**src/rtl/mdu_pkg.sv**
```systemverilog
// ============================================================================
// Package : mdu_pkg
// Brief   : Op encoding, FSM state encoding and decode helpers for mdu_hilo.
//           MDU_MADD_EN widens the op field and adds MADD/MADDU/MSUB/MSUBU.
// Rev     : 1.0 - initial release
// ============================================================================
`default_nettype none

package mdu_pkg;

`ifdef MDU_MADD_EN
    localparam int MDU_OP_W = 4;
`else
    localparam int MDU_OP_W = 3;
`endif

    localparam int DIV_ITERS = 32;

    localparam logic [MDU_OP_W-1:0] OP_NONE  = MDU_OP_W'(0);
    localparam logic [MDU_OP_W-1:0] OP_MULT  = MDU_OP_W'(1);
    localparam logic [MDU_OP_W-1:0] OP_MULTU = MDU_OP_W'(2);
    localparam logic [MDU_OP_W-1:0] OP_DIV   = MDU_OP_W'(3);
    localparam logic [MDU_OP_W-1:0] OP_DIVU  = MDU_OP_W'(4);
    localparam logic [MDU_OP_W-1:0] OP_MTHI  = MDU_OP_W'(5);
    localparam logic [MDU_OP_W-1:0] OP_MTLO  = MDU_OP_W'(6);
`ifdef MDU_MADD_EN
    localparam logic [MDU_OP_W-1:0] OP_MADD  = MDU_OP_W'(7);
    localparam logic [MDU_OP_W-1:0] OP_MADDU = MDU_OP_W'(8);
    localparam logic [MDU_OP_W-1:0] OP_MSUB  = MDU_OP_W'(9);
    localparam logic [MDU_OP_W-1:0] OP_MSUBU = MDU_OP_W'(10);
`endif

    localparam logic [1:0] ST_IDLE = 2'd0;
    localparam logic [1:0] ST_MUL  = 2'd1;
    localparam logic [1:0] ST_DIV  = 2'd2;
    localparam logic [1:0] ST_DONE = 2'd3;

    function automatic logic is_mul(input logic [MDU_OP_W-1:0] op);
        logic r;
        r = (op == OP_MULT) || (op == OP_MULTU);
`ifdef MDU_MADD_EN
        r = r || (op == OP_MADD) || (op == OP_MADDU) || (op == OP_MSUB) || (op == OP_MSUBU);
`endif
        return r;
    endfunction

    function automatic logic is_div(input logic [MDU_OP_W-1:0] op);
        return (op == OP_DIV) || (op == OP_DIVU);
    endfunction

    function automatic logic is_signed_op(input logic [MDU_OP_W-1:0] op);
        logic r;
        r = (op == OP_MULT) || (op == OP_DIV);
`ifdef MDU_MADD_EN
        r = r || (op == OP_MADD) || (op == OP_MSUB);
`endif
        return r;
    endfunction

endpackage

`default_nettype wire

```
**src/rtl/div_radix2.sv**
```systemverilog
// ============================================================================
// Module : div_radix2
// Brief  : Iterative restoring divider on 32-bit magnitudes, one bit per
//          cycle. Outputs show the post-step values of the current cycle.
// Rev    : 1.0 - initial release
// ============================================================================
`default_nettype none

module div_radix2
    import mdu_pkg::*;
(
    input  logic        clk,
    input  logic        rst,
    input  logic        start,
    input  logic [31:0] dividend,
    input  logic [31:0] divisor,
    output logic        done,
    output logic [31:0] quotient,
    output logic [31:0] remainder
);

    logic [31:0] r_rem;
    logic [31:0] r_quo;
    logic [31:0] r_dvs;
    logic [5:0]  r_cnt;

    logic [32:0] w_shift;
    logic [32:0] w_diff;
    logic        w_ge;
    logic [31:0] w_rem_nxt;
    logic [31:0] w_quo_nxt;

    assign w_shift = {r_rem, r_quo[31]};
    assign w_diff  = w_shift - {1'b0, r_dvs};
    // A zero divisor always "fits", giving an all-ones quotient and rem = dividend.
    assign w_ge    = (r_dvs == 32'd0) || !w_diff[32];

    always_comb begin
        w_rem_nxt = w_shift[31:0];
        w_quo_nxt = {r_quo[30:0], 1'b0};
        if (w_ge) begin
            w_rem_nxt = w_diff[31:0];
            w_quo_nxt = {r_quo[30:0], 1'b1};
        end
    end

    assign done      = (r_cnt == 6'd1);
    assign quotient  = w_quo_nxt;
    assign remainder = w_rem_nxt;

    always_ff @(posedge clk) begin
        if (rst) begin
            r_rem <= 32'd0;
            r_quo <= 32'd0;
            r_dvs <= 32'd0;
            r_cnt <= 6'd0;
        end else if (start) begin
            r_rem <= 32'd0;
            r_quo <= dividend;
            r_dvs <= divisor;
            r_cnt <= 6'(DIV_ITERS);
        end else if (r_cnt != 6'd0) begin
            r_rem <= w_rem_nxt;
            r_quo <= w_quo_nxt;
            r_cnt <= r_cnt - 6'd1;
        end
    end

endmodule

`default_nettype wire

```
**src/rtl/mdu_hilo.sv**
```systemverilog
// ============================================================================
// Module : mdu_hilo
// Brief  : EX-stage multiply/divide unit with architectural HI/LO; results
//          commit only when the instruction leaves EX. Optional MDU_MADD_EN.
// Rev    : 1.0 - initial release
// ============================================================================
`default_nettype none

module mdu_hilo
    import mdu_pkg::*;
#(
    parameter int MUL_CYCLES = 2
) (
    input  logic                clk,
    input  logic                rst,
    input  logic                ex_valid,
    input  logic [MDU_OP_W-1:0] ex_op,
    input  logic [31:0]         ex_rs_data,
    input  logic [31:0]         ex_rt_data,
    input  logic                ex_hold,
    input  logic                flush,
    output logic                div_mul_stall,
    output logic [31:0]         hi,
    output logic [31:0]         lo
);

    localparam logic [4:0] c_mul_load = 5'(MUL_CYCLES - 1);
    localparam logic [4:0] c_div_load = 5'(DIV_ITERS - 1);

    logic [1:0]          r_state;
    logic [4:0]          r_cnt;
    logic [MDU_OP_W-1:0] r_op;
    logic [31:0]         r_a;
    logic [31:0]         r_b;
    logic [63:0]         r_result;
    logic [31:0]         r_hi;
    logic [31:0]         r_lo;

    logic        w_issue_op;
    logic        w_issue;
    logic        w_mt_en;
    logic        w_ex_signed;
    logic        w_start_div;
    logic [31:0] w_dvd_mag;
    logic [31:0] w_dvs_mag;
    logic        w_signed;
    logic        w_neg_a;
    logic        w_neg_b;
    logic [63:0] w_a_ext;
    logic [63:0] w_b_ext;
    logic [63:0] w_product;
    logic        w_div_done;
    logic [31:0] w_quo;
    logic [31:0] w_rem;
    logic [31:0] w_quo_fix;
    logic [31:0] w_rem_fix;
    logic [63:0] w_commit;

    assign w_issue_op  = ex_valid && (is_mul(ex_op) || is_div(ex_op));
    assign w_issue     = (r_state == ST_IDLE) && w_issue_op && !flush;
    assign w_mt_en     = (r_state == ST_IDLE) && ex_valid && !ex_hold && !flush;

    assign div_mul_stall = !flush && (((r_state == ST_IDLE) && w_issue_op) ||
                                      (r_state == ST_MUL) || (r_state == ST_DIV));

    // Divider sees magnitudes straight from the EX operands at issue.
    assign w_ex_signed = is_signed_op(ex_op);
    assign w_start_div = w_issue && is_div(ex_op);
    assign w_dvd_mag   = (w_ex_signed && ex_rs_data[31]) ? -ex_rs_data : ex_rs_data;
    assign w_dvs_mag   = (w_ex_signed && ex_rt_data[31]) ? -ex_rt_data : ex_rt_data;

    div_radix2 u_div (
        .clk       (clk),
        .rst       (rst),
        .start     (w_start_div),
        .dividend  (w_dvd_mag),
        .divisor   (w_dvs_mag),
        .done      (w_div_done),
        .quotient  (w_quo),
        .remainder (w_rem)
    );

    assign w_signed  = is_signed_op(r_op);
    assign w_neg_a   = w_signed && r_a[31];
    assign w_neg_b   = w_signed && r_b[31];
    assign w_a_ext   = {{32{w_neg_a}}, r_a};
    assign w_b_ext   = {{32{w_neg_b}}, r_b};
    assign w_product = w_a_ext * w_b_ext;

    // Quotient negates on differing signs; remainder follows the dividend.
    assign w_quo_fix = (w_neg_a ^ w_neg_b) ? -w_quo : w_quo;
    assign w_rem_fix = w_neg_a ? -w_rem : w_rem;

    always_comb begin
        w_commit = r_result;
`ifdef MDU_MADD_EN
        if ((r_op == OP_MADD) || (r_op == OP_MADDU)) begin
            w_commit = {r_hi, r_lo} + r_result;
        end else if ((r_op == OP_MSUB) || (r_op == OP_MSUBU)) begin
            w_commit = {r_hi, r_lo} - r_result;
        end
`endif
    end

    always_ff @(posedge clk) begin
        if (rst) begin
            r_state  <= ST_IDLE;
            r_cnt    <= 5'd0;
            r_op     <= OP_NONE;
            r_a      <= 32'd0;
            r_b      <= 32'd0;
            r_result <= 64'd0;
            r_hi     <= 32'd0;
            r_lo     <= 32'd0;
        end else begin
            case (r_state)
                ST_IDLE: begin
                    if (w_issue) begin
                        r_op    <= ex_op;
                        r_a     <= ex_rs_data;
                        r_b     <= ex_rt_data;
                        r_cnt   <= is_div(ex_op) ? c_div_load : c_mul_load;
                        r_state <= is_div(ex_op) ? ST_DIV : ST_MUL;
                    end else if (w_mt_en) begin
                        if (ex_op == OP_MTHI) r_hi <= ex_rs_data;
                        if (ex_op == OP_MTLO) r_lo <= ex_rs_data;
                    end
                end
                ST_MUL: begin
                    if (flush) begin
                        r_state <= ST_IDLE;
                    end else if (r_cnt == 5'd0) begin
                        r_result <= w_product;
                        r_state  <= ST_DONE;
                    end else begin
                        r_cnt <= r_cnt - 5'd1;
                    end
                end
                ST_DIV: begin
                    if (flush) begin
                        r_state <= ST_IDLE;
                    end else if (r_cnt == 5'd0) begin
                        if (w_div_done) begin
                            r_result <= {w_rem_fix, w_quo_fix};
                            r_state  <= ST_DONE;
                        end
                    end else begin
                        r_cnt <= r_cnt - 5'd1;
                    end
                end
                ST_DONE: begin
                    if (flush) begin
                        r_state <= ST_IDLE;
                    end else if (!ex_hold) begin
                        r_hi    <= w_commit[63:32];
                        r_lo    <= w_commit[31:0];
                        r_state <= ST_IDLE;
                    end
                end
                default: r_state <= ST_IDLE;
            endcase
        end
    end

    assign hi = r_hi;
    assign lo = r_lo;

endmodule

`default_nettype wire

```
**config.mk**
```make
export PLATFORM = sky130hd
export DESIGN_NAME = mdu_hilo
export DESIGN_NICKNAME = d
export VERILOG_FILES = /design/src/rtl/mdu_pkg.sv /design/src/rtl/div_radix2.sv /design/src/rtl/mdu_hilo.sv
export SDC_FILE = /design/constraint.sdc
export NUM_CORES = 2
export LEC_CHECK = 0
export BUFFER_PORTS_ARGS = -buffer_cell sky130_fd_sc_hd__clkbuf_2
export CAP_MARGIN = 40
export CORE_MARGIN = 2
export CORE_UTILIZATION = 50
export DETAILED_ROUTE_END_ITERATION = 7
export GPL_TIMING_DRIVEN = 0
export PLACE_DENSITY = 0.71
export SLEW_MARGIN = 20
export SYNTH_ARGS = -nofsm -noshare
export SYNTH_HDL_FRONTEND = slang
export SYNTH_SLANG_ARGS = --single-unit
```
**constraint.sdc**
```tcl
create_clock -name clk -period 14.12 [get_ports clk]
set_clock_uncertainty 0.05 [all_clocks]
set_input_delay 2.824 -clock clk [delete_from_list [all_inputs] [get_ports clk]]
set_output_delay 2.824 -clock clk [all_outputs]
set_load 0.02 [all_outputs]
```
==> run metrics <==
outcome finished clean; top post-synthesis cells by area fa_1 41%, dfxtp_1 11%, inv_1 8.3%, nand2_1 7.5%, ha_1 5.8%; Slowest cell on crit path nor2b_1; via/cell ratio 5.85; Post-CTS Resized 0; Die Area 113000 um2; final worst path period need 12.11 ns; Starting Density 0.505; Syn-to-layout area delta 7.55%; Crit. End Element register; DR DRC count 0; CTS Sinks 303; Setup WS pre-CTS 2.28 ns; Avg WL per Cell 25.6 um; Top delay family on crit path adder cells; Chip Height 335 um; layout cells sized above 1 0.0423; CP required 14.51 ns; post-synthesis cell count 6491; number of core rows 121; Worst setup SP type register; largest net degree at the start of global routing 25; Switch Pwr 2740 uW; GPL Wtd Cong 1.03; Tcrit/Tclk final 0.857; switch share 0.530; internal power 2420 uW; hold path startpoint r_result[1]$_SDFFE_PP0P_; Post-Synth Adder-Cell Area 0.469; fin area 59100 um2; Placed Area 57700 um2; Reg clk slew, reported paths 0.07 ns; slowest stage delay, CP 0.68 ns; sequential share of power 0.227; I/O pins 137; clock root buffer clkbuf_16; post-synthesis simple-gate area fraction 0.172; Post-synth top cells 1213 x inv_1, 1126 x fa_1, 1102 x nand2_1, 388 x nor2_1, 374 x clkbuf_1; Worst R2R Setup Slack 2.01 ns; Compound-Gate Fraction of Synth Area 0.100; worst endpoint data arrival time 12.50 ns; DP HPWL 176000 um; # port buffers 133; Synth async-reset ratio 0; final setup vio count 0; Netlist cell types 78; Main synth FF type dfxtp_1; proportion of synthesized area in mux cells 0.00579; LEAKAGE 0.0253 uW; Fin. Hold Viols 0; r2r worst-path depth 32; final slew viol count 0; EDFF count, synth 0; hold-critical path depth 2; FF-to-FF End r_result[57]$_SDFFE_PP0P_; RSZ-0062 raised after global routing no; antenna violations before repair 17; Warnings, synthesis 0; setup slack after layout 2.01 ns; CTS Buf Count 29; DRT Pass-1 Iters 6; largest family of logic cells by synthesized area adder cells; Clk network pwr share 0.165; post-route ant nets 0; GRT overflow 0; cell count along the critical path 32; Pwr Density 87.4 nW/um2; Post-CTS Hold Buffers 0; H-tree levels 1; reg2reg start r_op[0]$_SDFFE_PP0P_; Setup CP Type reg2reg; post-synthesis sequential area ratio 0.110; vias 47778; Placeable Area 109000 um2; DR iter-0 viols 5405; Crit path top cell by count fa_1; share of the synthesized area in the top cell type 0.410; most frequent cell after synthesis inv_1; Least-Margin Pin Slew 0.986 ns; Peak Freq 0.0826 GHz; Clock Path Buffers 3; Core Util, Final 0.543; final layout net count 8167; Clock Latency Late Sink 0.59 ns; WP buf/inv 8; vias in the first global route 47757; first-pass GRT wire length 308000 um; Mean Syn Cell Area 8.46 um2; Synth Register Bits 303; Synth Area in XOR/XNOR 0.0336; total of max-cap violations 0; Post-CTS Setup Repair Bufs 0; gr usage total 0.374; peak supply drop 0.132 mV; DIE WIDTH 335 um; Worst Hold Class reg2reg; top cell type by total area after synthesis fa_1; TritonCTS clock tree yes; syn nets 7945; Max FO, Critical Path 10; Slew HR 0.342; Endpoint, Worst Hold r_result[1]$_SDFFE_PP0P_; Mapped Area 54900 um2; combinational group share of total power 0.608; final setup TNS 0 ns; WL final 209000 um
[state kept, by name, summed over array words and instances, names as in the netlist]
register	flops
r_cnt	5
u_div.r_quo	32
u_div.r_cnt	6
r_state	2
r_result	64
hi	32
u_div.r_dvs	32
r_b	32
u_div.r_rem	32
r_a	32
r_op	2
lo	32
[worst min-delay path: cells and delay by family (launching register included)]
family	cells	cell delay, ns
AO/OA/AOI/OAI	1	0.05
flip-flops	1	0.32
AND/OR/NAND/NOR	1	0.05
[cells in the final DEF (no fill, tap or decap), types with 28 or more instances in the layout]
cell type  instances
o31ai_1           31
nor4_1            28
inv_1           1213
and2_1           304
clkbuf_2         137
nor2_1           388
a211oi_1         172
clkbuf_16         29
nor2b_1           43
nand2_1         1102
a21oi_1          299
dfxtp_1          303
ha_1             256
xor2_1            80
a311oi_1          38
nor3_1            79
buf_6             39
a21o_1            36
fa_1            1125
xnor2_1          129
clkbuf_1         374
o21ai_0          105
nand3_1           32
[cells by family after synthesis]
family	count (synthesis)
AOI/OAI and AO/OA	847
xor gates and xnor gates	210
adders and majority gates	1382
buffers and inverters	1601
DFF	303
muxes	31
and+or+nand+nor	2117
[worst max-delay path by stage]
stage	start	to	slack [ns]
3_5_place_dp	r_op[0]$_SDFFE_PP0P_	r_result[63]$_SDFFE_PP0P_	2.28
4_1_cts	r_op[0]$_SDFFE_PP0P_	r_result[63]$_SDFFE_PP0P_	2.24
5_1_grt	r_op[0]$_SDFFE_PP0P_	r_result[61]$_SDFFE_PP0P_	1.84
3_3_place_gp	r_op[0]$_SDFFE_PP0P_	r_result[58]$_SDFFE_PP0P_	1.66
2_1_floorplan	r_op[0]$_SDFFE_PP0P_	r_result[58]$_SDFFE_PP0P_	5.26
6_report	r_op[0]$_SDFFE_PP0P_	r_result[57]$_SDFFE_PP0P_	2.01
[power by group through the flow]
stage | Combinational [uW] | Clock, uW | Sequential (uW)
after CTS | 2980 | 849 | 1160
final | 3140 | 852 | 1170
after global routing | 3330 | 882 | 1180
after floorplan | 1860 | 0 | 1140
after global placement | 2900 | 0 | 1180
after detailed placement | 2970 | 0 | 1180
[layer usage]
layer | GRT usage | wire [um] | vias up
li1 | - | - | 20384
met1 | 0.502 | 80300 | 24086
met2 | 0.563 | 90700 | 2682
met3 | 0.0850 | 23500 | 614
met4 | 0.202 | 14300 | 12
met5 | 0.00391 | 134 | -
[metrics by stage]
stage                     hold slack, ns  power [uW]  instances
after floorplan                    0.382        3000       6491
after global placement             0.397        4080       8038
after detailed placement           0.406        4150       8068
after CTS                          0.416        4990       8116
after global routing               0.436        5390       8149
final                              0.418        5160       8163
[layout make-up]
class	count	area [um2]
clock inverter	11	168
inverter	1214	4560
timing repair buffer	191	1350
tap	1414	1770
clock buffer	37	796
buffer	387	1460
antenna	19	47.5
multi-input combinational	4587	42900
fill	10176	49800
sequential	303	6070
(Power assumes the default switching activity.)
